File: src/rtl/fft_pkg.sv
// Shared definitions for the fft_np datapath: sample layout, frame slot
// addressing and index helpers used by the framer.
package fft_pkg;

    localparam int DEFAULT_SAMPLE_WIDTH = 16;
    localparam int DEFAULT_HALF_WIDTH   = DEFAULT_SAMPLE_WIDTH / 2;

    // Real part sits in the low half, imaginary part in the high half.
    typedef struct packed {
        logic signed [DEFAULT_HALF_WIDTH-1:0] imag;
        logic signed [DEFAULT_HALF_WIDTH-1:0] re;
    } sample_t;

    function automatic int clog2(input int value);
        int result;
        int v;
        result = 0;
        v      = value - 1;
        while (v > 0) begin
            result++;
            v = v >> 1;
        end
        return result;
    endfunction

    function automatic int unsigned bitrev(input int unsigned idx, input int bits);
        int unsigned result;
        result = 0;
        for (int b = 0; b < bits; b++) begin
            result = (result << 1) | ((idx >> b) & 32'd1);
        end
        return result;
    endfunction

    function automatic int slot_offset(input int slot, input int width);
        return slot * width;
    endfunction

endpackage

File: src/rtl/fft_np_framer.sv
// Collects a stream of complex samples into N-sample parallel frames for
// fft_np, with one frame of double buffering and start-of-frame resync.
module fft_np_framer
    import fft_pkg::*;
#(
    parameter int N            = 4,
    parameter int SAMPLE_WIDTH = 16,
    parameter int BIT_REV      = 0
) (
    input  logic                      clk,
    input  logic                      arst_n,
    input  logic [SAMPLE_WIDTH-1:0]   s_data_i,
    input  logic                      s_valid_i,
    input  logic                      s_sof_i,
    output logic                      s_ready_o,
    output logic [N*SAMPLE_WIDTH-1:0] frame_o,
    output logic                      frame_valid_o,
    input  logic                      frame_ready_i,
    output logic [15:0]               frame_count_o,
    output logic                      sync_err_o
);

    localparam int CW = (clog2(N) < 1) ? 1 : clog2(N);

    if (N < 2 || (N & (N - 1)) != 0) begin : g_bad_n
        $error("fft_np_framer: N must be a power of two and at least 2");
    end
    if ((SAMPLE_WIDTH % 2) != 0) begin : g_bad_width
        $error("fft_np_framer: SAMPLE_WIDTH must be even");
    end

    typedef logic [SAMPLE_WIDTH-1:0] word_t;

    word_t                      buf_q [N];
    word_t                      buf_d [N];
    logic [CW-1:0]              cnt_q, cnt_d;
    logic                       fill_full_q, fill_full_d;
    logic [N*SAMPLE_WIDTH-1:0]  frame_q, frame_d;
    logic                       frame_valid_q, frame_valid_d;
    logic [15:0]                frame_count_q, frame_count_d;
    logic                       sync_err_q, sync_err_d;
    logic                       s_ready_q, s_ready_d;

    logic                       in_xfer;
    logic                       out_xfer;
    logic                       resync;
    logic                       complete;
    logic [CW-1:0]              widx;
    logic [CW-1:0]              wslot;
    logic [N*SAMPLE_WIDTH-1:0]  frame_fill;

    always_comb begin
        in_xfer  = s_valid_i && s_ready_q;
        out_xfer = frame_valid_q && frame_ready_i;
        resync   = in_xfer && s_sof_i && (cnt_q != '0);
        // A marker always restarts the frame at index 0, discarding any partial fill.
        widx     = (in_xfer && s_sof_i) ? '0 : cnt_q;
        wslot    = (BIT_REV != 0) ? CW'(bitrev(32'(widx), CW)) : widx;
        complete = in_xfer && (widx == CW'(N - 1));

        for (int i = 0; i < N; i++) begin
            buf_d[i] = buf_q[i];
        end
        if (in_xfer) begin
            buf_d[wslot] = s_data_i;
        end

        frame_fill = '0;
        for (int i = 0; i < N; i++) begin
            frame_fill[slot_offset(i, SAMPLE_WIDTH) +: SAMPLE_WIDTH] = buf_d[i];
        end

        cnt_d = cnt_q;
        if (in_xfer) begin
            cnt_d = widx + CW'(1);
        end

        fill_full_d   = fill_full_q;
        frame_d       = frame_q;
        frame_valid_d = frame_valid_q;
        if (fill_full_q) begin
            if (out_xfer) begin
                frame_d     = frame_fill;
                fill_full_d = 1'b0;
            end
        end else if (complete) begin
            if (!frame_valid_q || out_xfer) begin
                frame_d       = frame_fill;
                frame_valid_d = 1'b1;
            end else begin
                fill_full_d = 1'b1;
            end
        end else if (out_xfer) begin
            frame_valid_d = 1'b0;
        end

        s_ready_d     = !fill_full_d;
        sync_err_d    = resync;
        frame_count_d = frame_count_q + 16'(out_xfer);
    end

    always_ff @(posedge clk or negedge arst_n) begin
        if (!arst_n) begin
            for (int i = 0; i < N; i++) begin
                buf_q[i] <= '0;
            end
            cnt_q         <= '0;
            fill_full_q   <= 1'b0;
            frame_q       <= '0;
            frame_valid_q <= 1'b0;
            frame_count_q <= '0;
            sync_err_q    <= 1'b0;
            s_ready_q     <= 1'b1;
        end else begin
            for (int i = 0; i < N; i++) begin
                buf_q[i] <= buf_d[i];
            end
            cnt_q         <= cnt_d;
            fill_full_q   <= fill_full_d;
            frame_q       <= frame_d;
            frame_valid_q <= frame_valid_d;
            frame_count_q <= frame_count_d;
            sync_err_q    <= sync_err_d;
            s_ready_q     <= s_ready_d;
        end
    end

    assign s_ready_o     = s_ready_q;
    assign frame_o       = frame_q;
    assign frame_valid_o = frame_valid_q;
    assign frame_count_o = frame_count_q;
    assign sync_err_o    = sync_err_q;

endmodule

File: config.mk
export PLATFORM = sky130hd
export DESIGN_NAME = fft_np_framer
export DESIGN_NICKNAME = d
export VERILOG_FILES = /design/src/rtl/fft_pkg.sv /design/src/rtl/fft_np_framer.sv
export SDC_FILE = /design/constraint.sdc
export NUM_CORES = 1
export LEC_CHECK = 0
export ABC_CLOCK_PERIOD_IN_PS = 3900
export CAP_MARGIN = 15
export CORE_MARGIN = 10
export CORE_UTILIZATION = 30
export CTS_BUF_LIST = sky130_fd_sc_hd__clkbuf_2
export CTS_CLUSTER_SIZE = 24
export DETAILED_ROUTE_END_ITERATION = 7
export MAX_ROUTING_LAYER = met4
export SYNTH_ARGS = -nofsm -noshare
export SYNTH_HDL_FRONTEND = slang
export SYNTH_SLANG_ARGS = --single-unit
File: constraint.sdc
create_clock -name clk -period 3.9 [get_ports clk]
set_input_delay 0.78 -clock clk [delete_from_list [all_inputs] [get_ports clk]]
set_output_delay 0.78 -clock clk [all_outputs]
set_load 0.03 [all_outputs]
==> results of run 1 <==
==> cells by family after synthesis <==
logic type | synth area share [%]
DFF | 64.7
AOI/OAI and AO/OA | 0.690
and+or+nand+nor | 3.77
buffers and inverters | 2.48
xor gates and xnor gates | 2.11
adders and majority gates | 1.29
muxes | 24.9
==> state kept, by name, summed over array words and instances, names as in the netlist <==
signal         flops
s_ready_o          1
frame_o           64
sync_err_o         1
buf_q             64
fill_full_q        1
frame_valid_o      1
cnt_q              2
frame_count_o     16
==> per-layer routing <==
metal | vias up | GRT usage [%]
met1 | 1697 | 12.3
met4 | 0 | 2.53
met5 | - | -
met2 | 76 | 16.1
li1 | 1488 | -
met3 | 6 | 3.72
==> power by group through the flow <==
| stage | Combinational (W) | Clock, W | Sequential, W |
|---|---|---|---|
| 6_report | 0.00301 | 0.000903 | 0.00260 |
| 2_1_floorplan | 0.00130 | 0 | 0.00330 |
| 5_1_grt | 0.00323 | 0.00102 | 0.00269 |
| 3_3_place_gp | 0.00300 | 0 | 0.00264 |
| 3_5_place_dp | 0.00307 | 0 | 0.00266 |
| 4_1_cts | 0.00308 | 0.000956 | 0.00262 |
==> worst max-delay path, stage by stage <==
cell	delay [ns]
sky130_fd_sc_hd__clkdlybuf4s50_1	0.45
sky130_fd_sc_hd__and2_2	0.34
sky130_fd_sc_hd__nand2_1	0.14
sky130_fd_sc_hd__nand2_1	0.15
sky130_fd_sc_hd__inv_1	0.08
sky130_fd_sc_hd__ha_1	0.26
sky130_fd_sc_hd__a21oi_1	0.14
sky130_fd_sc_hd__a211o_2	0.14
sky130_fd_sc_hd__buf_12	0.31
sky130_fd_sc_hd__mux2_2	0.39
==> Yosys cell counts (2+ instances only) <==
cell	number
sky130_fd_sc_hd__nand3_1	7
sky130_fd_sc_hd__nand2_4	4
sky130_fd_sc_hd__inv_1	4
sky130_fd_sc_hd__nor2b_1	2
sky130_fd_sc_hd__nor3_1	2
sky130_fd_sc_hd__mux2_2	105
sky130_fd_sc_hd__and2_1	2
sky130_fd_sc_hd__nor2_1	7
sky130_fd_sc_hd__buf_6	11
sky130_fd_sc_hd__o21ai_0	2
sky130_fd_sc_hd__mux2_1	22
sky130_fd_sc_hd__xor2_1	5
sky130_fd_sc_hd__ha_1	6
sky130_fd_sc_hd__nand2_1	7
sky130_fd_sc_hd__and3_1	2
sky130_fd_sc_hd__nand4_1	3
sky130_fd_sc_hd__xnor2_1	9
sky130_fd_sc_hd__a21oi_1	3
sky130_fd_sc_hd__dfrtp_1	149
==> layout make-up <==
cell class	instances	area, um2	area share, %
multi-input combinational	194	1900	26.0
clock buffer	18	90.1	1.23
clock inverter	14	158	2.15
inverter	4	15.0	0.205
timing repair buffer	106	1080	14.8
tap	260	325	4.44
sequential	150	3750	51.2
==> through the flow <==
| stage | util (%) | setup slack (ns) |
|---|---|---|
| floorplan | - | 1.22 |
| global placement | 37.4 | 0.630 |
| detailed placement | 37.4 | 0.541 |
| CTS | 38.7 | 1.11 |
| global route | 38.8 | 1.02 |
| finish | 38.8 | 1.21 |
==> what timing repair did <==
action                                  CTS  global route
endpoints found under the hold margin     0             9
hold buffers                              0             1
endpoints found under the setup margin    0             0
==> path summary, 6_finish.rpt <==
| kind | endpoint | slack [ns] |
|---|---|---|
| max | frame_o[12] | 1.21 |
| min | frame_count_o[15] | 0.49 |
| max reg2reg | frame_o[12] | 1.22 |
| min reg2reg | frame_count_o[15] | 0.49 |
| max in group asynchronous | frame_o[38] | 2.38 |
| min in group asynchronous | buf_q[32] | 0.66 |
==> impl_metrics.toml, run 1 <==
[outcome]
status = "complete, no violations"

[sta]
fin_tns_setup_ns = 0
final-hold-violation-count = 0
final-max-slew-violation-count = 0
setup_repair_after_global_routing_missed_its_margin = "false"
fin_hold_ws_ns = 0.486
timing.clock.skew_ns = 0.0280
timing.fmax_mhz = 372
setup_viol = 0
max_slew_margin_pct = 55.8
fin_crit_ns = 2.69
layout_worst_path_cycle_share_pct = 69.0
slew_worst_pin_ns = 0.664

[layout]
fin_area_mm2 = 0.00733
area_growth_syn_to_fin_pct = 26.3
most_frequent_cells_in_the_layout = "149 x sky130_fd_sc_hd__dfrtp_1, 105 x sky130_fd_sc_hd__mux2_2, 102 x sky130_fd_sc_hd__clkdlybuf4s50_1"
antenna_cells_inserted = 0
mostFrequentLayoutCell = "sky130_fd_sc_hd__dfrtp_1"
finalNonFillerCells = 746
num-fill-cells = 1824
drive_gt1_share_pct = 30.2
layout.nets = 500

[setup_path]
timing.reg2reg.worst_path_depth = 9
worst-endpoint-required_ns = 4.46
setup.worst_path.end_class = "register"
r2r-start = "s_ready_o"
worst_ep_arrival_time_ns = 3.25
critPathKind = "primary input to register"
crit_path_from = "s_valid_i"
crit_path_start_kind = "primary input"
cp_max_fo = 64

[detailed_routing]
via_per_inst = 4.38
firstDrtPassIters = 4
num_vias = 3267
routed-wl-met3_um = 486
drc_errors = 0
totalWireLength_um = 12400
wl_met2_um = 6070
drc_marker_count_from_the_first_detailed_route_iteration = 135
highest-signal-layer = "met4"
wl_met1_um = 5700
route.antenna.remaining_nets = 0
post_drt_wl_per_cell_um = 16.6

[power_and_ir_drop]
static-leakage-power_nw = 3.17
pwr-share-seq_pct = 39.9
p_total_w = 0.00652
p_sw_w = 0.00243
max-vdd-ir-drop_v = 0.000460
power.share.switching_pct = 37.2
p_int_w = 0.00409
power.density_cell_area_mw_per_mm2 = 889
relative_contribution_of_combinational_cells_to_total_power_pct = 46.2
portion_of_total_power_attributed_to_the_clock_network_pct = 13.9

[synth]
synth_edf_count = 0
avgSynthCellArea_um2 = 16.1
post_synth_instance_area_mm2 = 0.00580
synth_area_leaders = "sky130_fd_sc_hd__dfrtp_1 64%, sky130_fd_sc_hd__mux2_2 20%, sky130_fd_sc_hd__mux2_1 4.3%"
syn-num-nets = 387
postSynth.topFlopCell = "sky130_fd_sc_hd__dfrtp_1"
yosys.area.top_type_share_pct = 64.3
synth_seq_cells = 150
synth-async-reset-ratio_pct = 100
synth.largest_area_cell = "sky130_fd_sc_hd__dfrtp_1"
synth_sequential_area_ratio_pct = 64.7
synth_cell_types = 27
post_synth_inst_count = 360
ys_warn_count = 0

[floorplan]
start_util_pct = 30.7
dieHeight_um = 159
design.core.area_mm2 = 0.0189
die_x_um = 159
fp-row-count = 50
boundaryPins = 104
die-area_mm2 = 0.0253

[global_route]
gr-usage-all-layers_pct = 10.3
overflow_left_after_global_routing = 0
number_of_global_route_vias_before_repair = 3601
antenna_violations_before_repair = 0
grt_max_degree = 82
first_pass_grt_wire_length_um = 20100

[clocking]
number_of_setup_buffers_added_after_cts = 0
cts_tree = "done"
cts_root_buffer = "sky130_fd_sc_hd__clkbuf_2"
cts.path.max_buffers = 2
worstSkewPairLatency_ns = 0.67
cts-buffers-inserted = 17
cts_max_level = 4
cts_sinks = 150
cts_resized = 0
path_clk_slew_ns = 0.20

[placement]
detailed_place_hpwl_um = 8260
dpl.cell_count = 713
gp_congestion = 0.720
place_area_mm2 = 0.00707
count_of_port_buffers_added_during_placement = 103

[min_path]
min_path_type = "register to register"
min-delay-start = "frame_count_o[15]"
holdPathStages = 1

[run]
maxCapViolCount = 0
No activity file was read; power rests on OpenSTA's default activity.
==> run 2: changes to the inputs <==
ABC_CLOCK_PERIOD_IN_PS = 2400   (was 3900)
clock period = 2.4 ns   (was 3.9 ns; I/O delays follow)
==> run 2 against run 1 <==
Net effect: count of clock-buffer cells in the layout is the same; clock power grew 62%; die area is the same; worst setup slack lost 1.1 ns; first-iteration DRC count shrank 39%; hold slack lost 0.27 ns; cell count grew 2.1%.
==> impl_metrics.toml, run 2 (synthesis gave the netlist of run 1 again) <==
[floorplan]
design.core.area_mm2 = 0.0189
die_x_um = 159
fp-row-count = 50
die-area_mm2 = 0.0253
start_util_pct = 30.7
dieHeight_um = 159
boundaryPins = 104

[clocking]
cts_tree = "done"
cts.path.max_buffers = 2
cts_root_buffer = "sky130_fd_sc_hd__clkbuf_2"
number_of_setup_buffers_added_after_cts = 0
cts_sinks = 150
cts-buffers-inserted = 17
path_clk_slew_ns = 0.22
worstSkewPairLatency_ns = 0.67
cts_max_level = 4

[detailed_routing]
firstDrtPassIters = 4
drc_marker_count_from_the_first_detailed_route_iteration = 83
post_drt_wl_per_cell_um = 16.4
totalWireLength_um = 12500
via_per_inst = 4.35
route.antenna.remaining_nets = 0
num_vias = 3312
drc_errors = 0

[placement]
dpl.cell_count = 731
detailed_place_hpwl_um = 8900
gp_congestion = 0.768
count_of_port_buffers_added_during_placement = 103

[setup_path]
crit_path_start_kind = "register"
cp_max_fo = 6
setup.worst_path.end_class = "register"
critPathSlowestCell = "sky130_fd_sc_hd__dfstp_2"
path_cells = "and2_4 > nand2_1 > and2_1 > ha_1 > nand2_4 > buf_12 > mux2_2 > mux2_1"
worst-endpoint-required_ns = 2.94
critPathMaxStageDelay_ns = 0.57
critPathKind = "register to register"
worst_ep_arrival_time_ns = 2.80

[power_and_ir_drop]
power.density_cell_area_mw_per_mm2 = 1410
p_int_w = 0.00683
p_sw_w = 0.00399
power.share.switching_pct = 36.9
p_total_w = 0.0108
portion_of_total_power_attributed_to_the_clock_network_pct = 13.5
pwr-share-seq_pct = 38.8
max-vdd-ir-drop_v = 0.000902
relative_contribution_of_combinational_cells_to_total_power_pct = 47.6
static-leakage-power_nw = 3.68

[sta]
fin_crit_ns = 2.25
final-max-slew-violation-count = 0
timing.clock.skew_ns = 0.0263
final-hold-violation-count = 0
max_slew_margin_pct = 72.7
setup_repair_after_global_routing_missed_its_margin = "false"
setup_viol = 0
layout_worst_path_cycle_share_pct = 93.9
timing.fmax_mhz = 444
slew_worst_pin_ns = 0.409
fin_tns_setup_ns = 0

[global_route]
overflow_left_after_global_routing = 0
first_pass_grt_wire_length_um = 20500
gr-usage-all-layers_pct = 10.4
grt_max_degree = 66
antenna_violations_before_repair = 0
number_of_global_route_vias_before_repair = 3680

[min_path]
min_path_type = "primary input to asynchronous set/reset pin"

[layout]
area_growth_syn_to_fin_pct = 32.1
antenna_cells_inserted = 0
layout.nets = 518
mostFrequentLayoutCell = "sky130_fd_sc_hd__dfrtp_1"
drive_gt1_share_pct = 32.9
most_frequent_cells_in_the_layout = "149 x sky130_fd_sc_hd__dfrtp_1, 105 x sky130_fd_sc_hd__mux2_2, 63 x sky130_fd_sc_hd__clkdlybuf4s50_1"
finalNonFillerCells = 762

[run]
maxCapViolCount = 0

[outcome]
status = "complete, no violations"
[run 2: power by group through the flow]
stage          clock network, W  logic [W]  registers [W]
2_1_floorplan                 0    0.00213        0.00536
3_3_place_gp                  0    0.00517        0.00426
3_5_place_dp                  0    0.00528        0.00430
4_1_cts                 0.00154    0.00529        0.00424
5_1_grt                 0.00164    0.00552        0.00436
6_report                0.00146    0.00515        0.00420
[run 2: layer usage]
metal / track usage [%] / routed length (um)
met1: 12.6 / 5660
met2: 16.0 / 5990
met3: 4.16 / 708
met4: 2.65 / 99
met5: - / 0
[run 2: layout make-up]
| type | instances | area (um2) |
|---|---|---|
| clock buffer | 18 | 90.1 |
| clock inverter | 12 | 155 |
| fill | 1798 | 11200 |
| inverter | 4 | 15.0 |
| multi-input combinational | 194 | 1910 |
| sequential | 150 | 3750 |
| tap | 260 | 325 |
| timing repair buffer | 124 | 1420 |
[run 2: path summary, 6_finish.rpt]
kind | start | end | depth (start not counted) | slack [ns]
worst max-delay path | s_ready_o | frame_o[48] | 8 | 0.15
worst min-delay path | arst_n | frame_count_o[10] | 2 | 0.22
worst max register to register | s_ready_o | frame_o[48] | 8 | 0.15
worst min register to register | frame_count_o[15] | frame_count_o[15] | 1 | 0.48
max in group asynchronous | arst_n | frame_o[37] | 3 | 1.54
min in group clk | s_sof_i | cnt_q[0] | 3 | 0.44
[run 2: per-stage QoR]
stage	hold WS, ns	util (%)	worst slack, ns	instance area [um2]
final	0.218	40.6	0.146	7660
after global routing	0.0878	40.6	0.000925	7660
after CTS	0.114	40.2	0.00162	7590
after global placement	0.359	38.9	-0.307	7340
after detailed placement	0.362	38.9	-0.312	7340
after floorplan	0.184	-	0.0147	5810
[run 2: critical path, delay by kind of cell (launching register included)]
| family | cells | cell delay (ns) |
|---|---|---|
| adder cells (fa/ha/maj) | 1 | 0.25 |
| flip-flops | 1 | 0.57 |
| buffers and inverters | 1 | 0.15 |
| multiplexers | 2 | 0.61 |
| AND/OR/NAND/NOR | 4 | 0.56 |
[run 2: what timing repair did]
action	CTS	global route
hold endpoints to repair	150	0
hold buffers	1	0
pin swaps	0	1
setup endpoints to repair	11	41
gates resized for setup	11	30
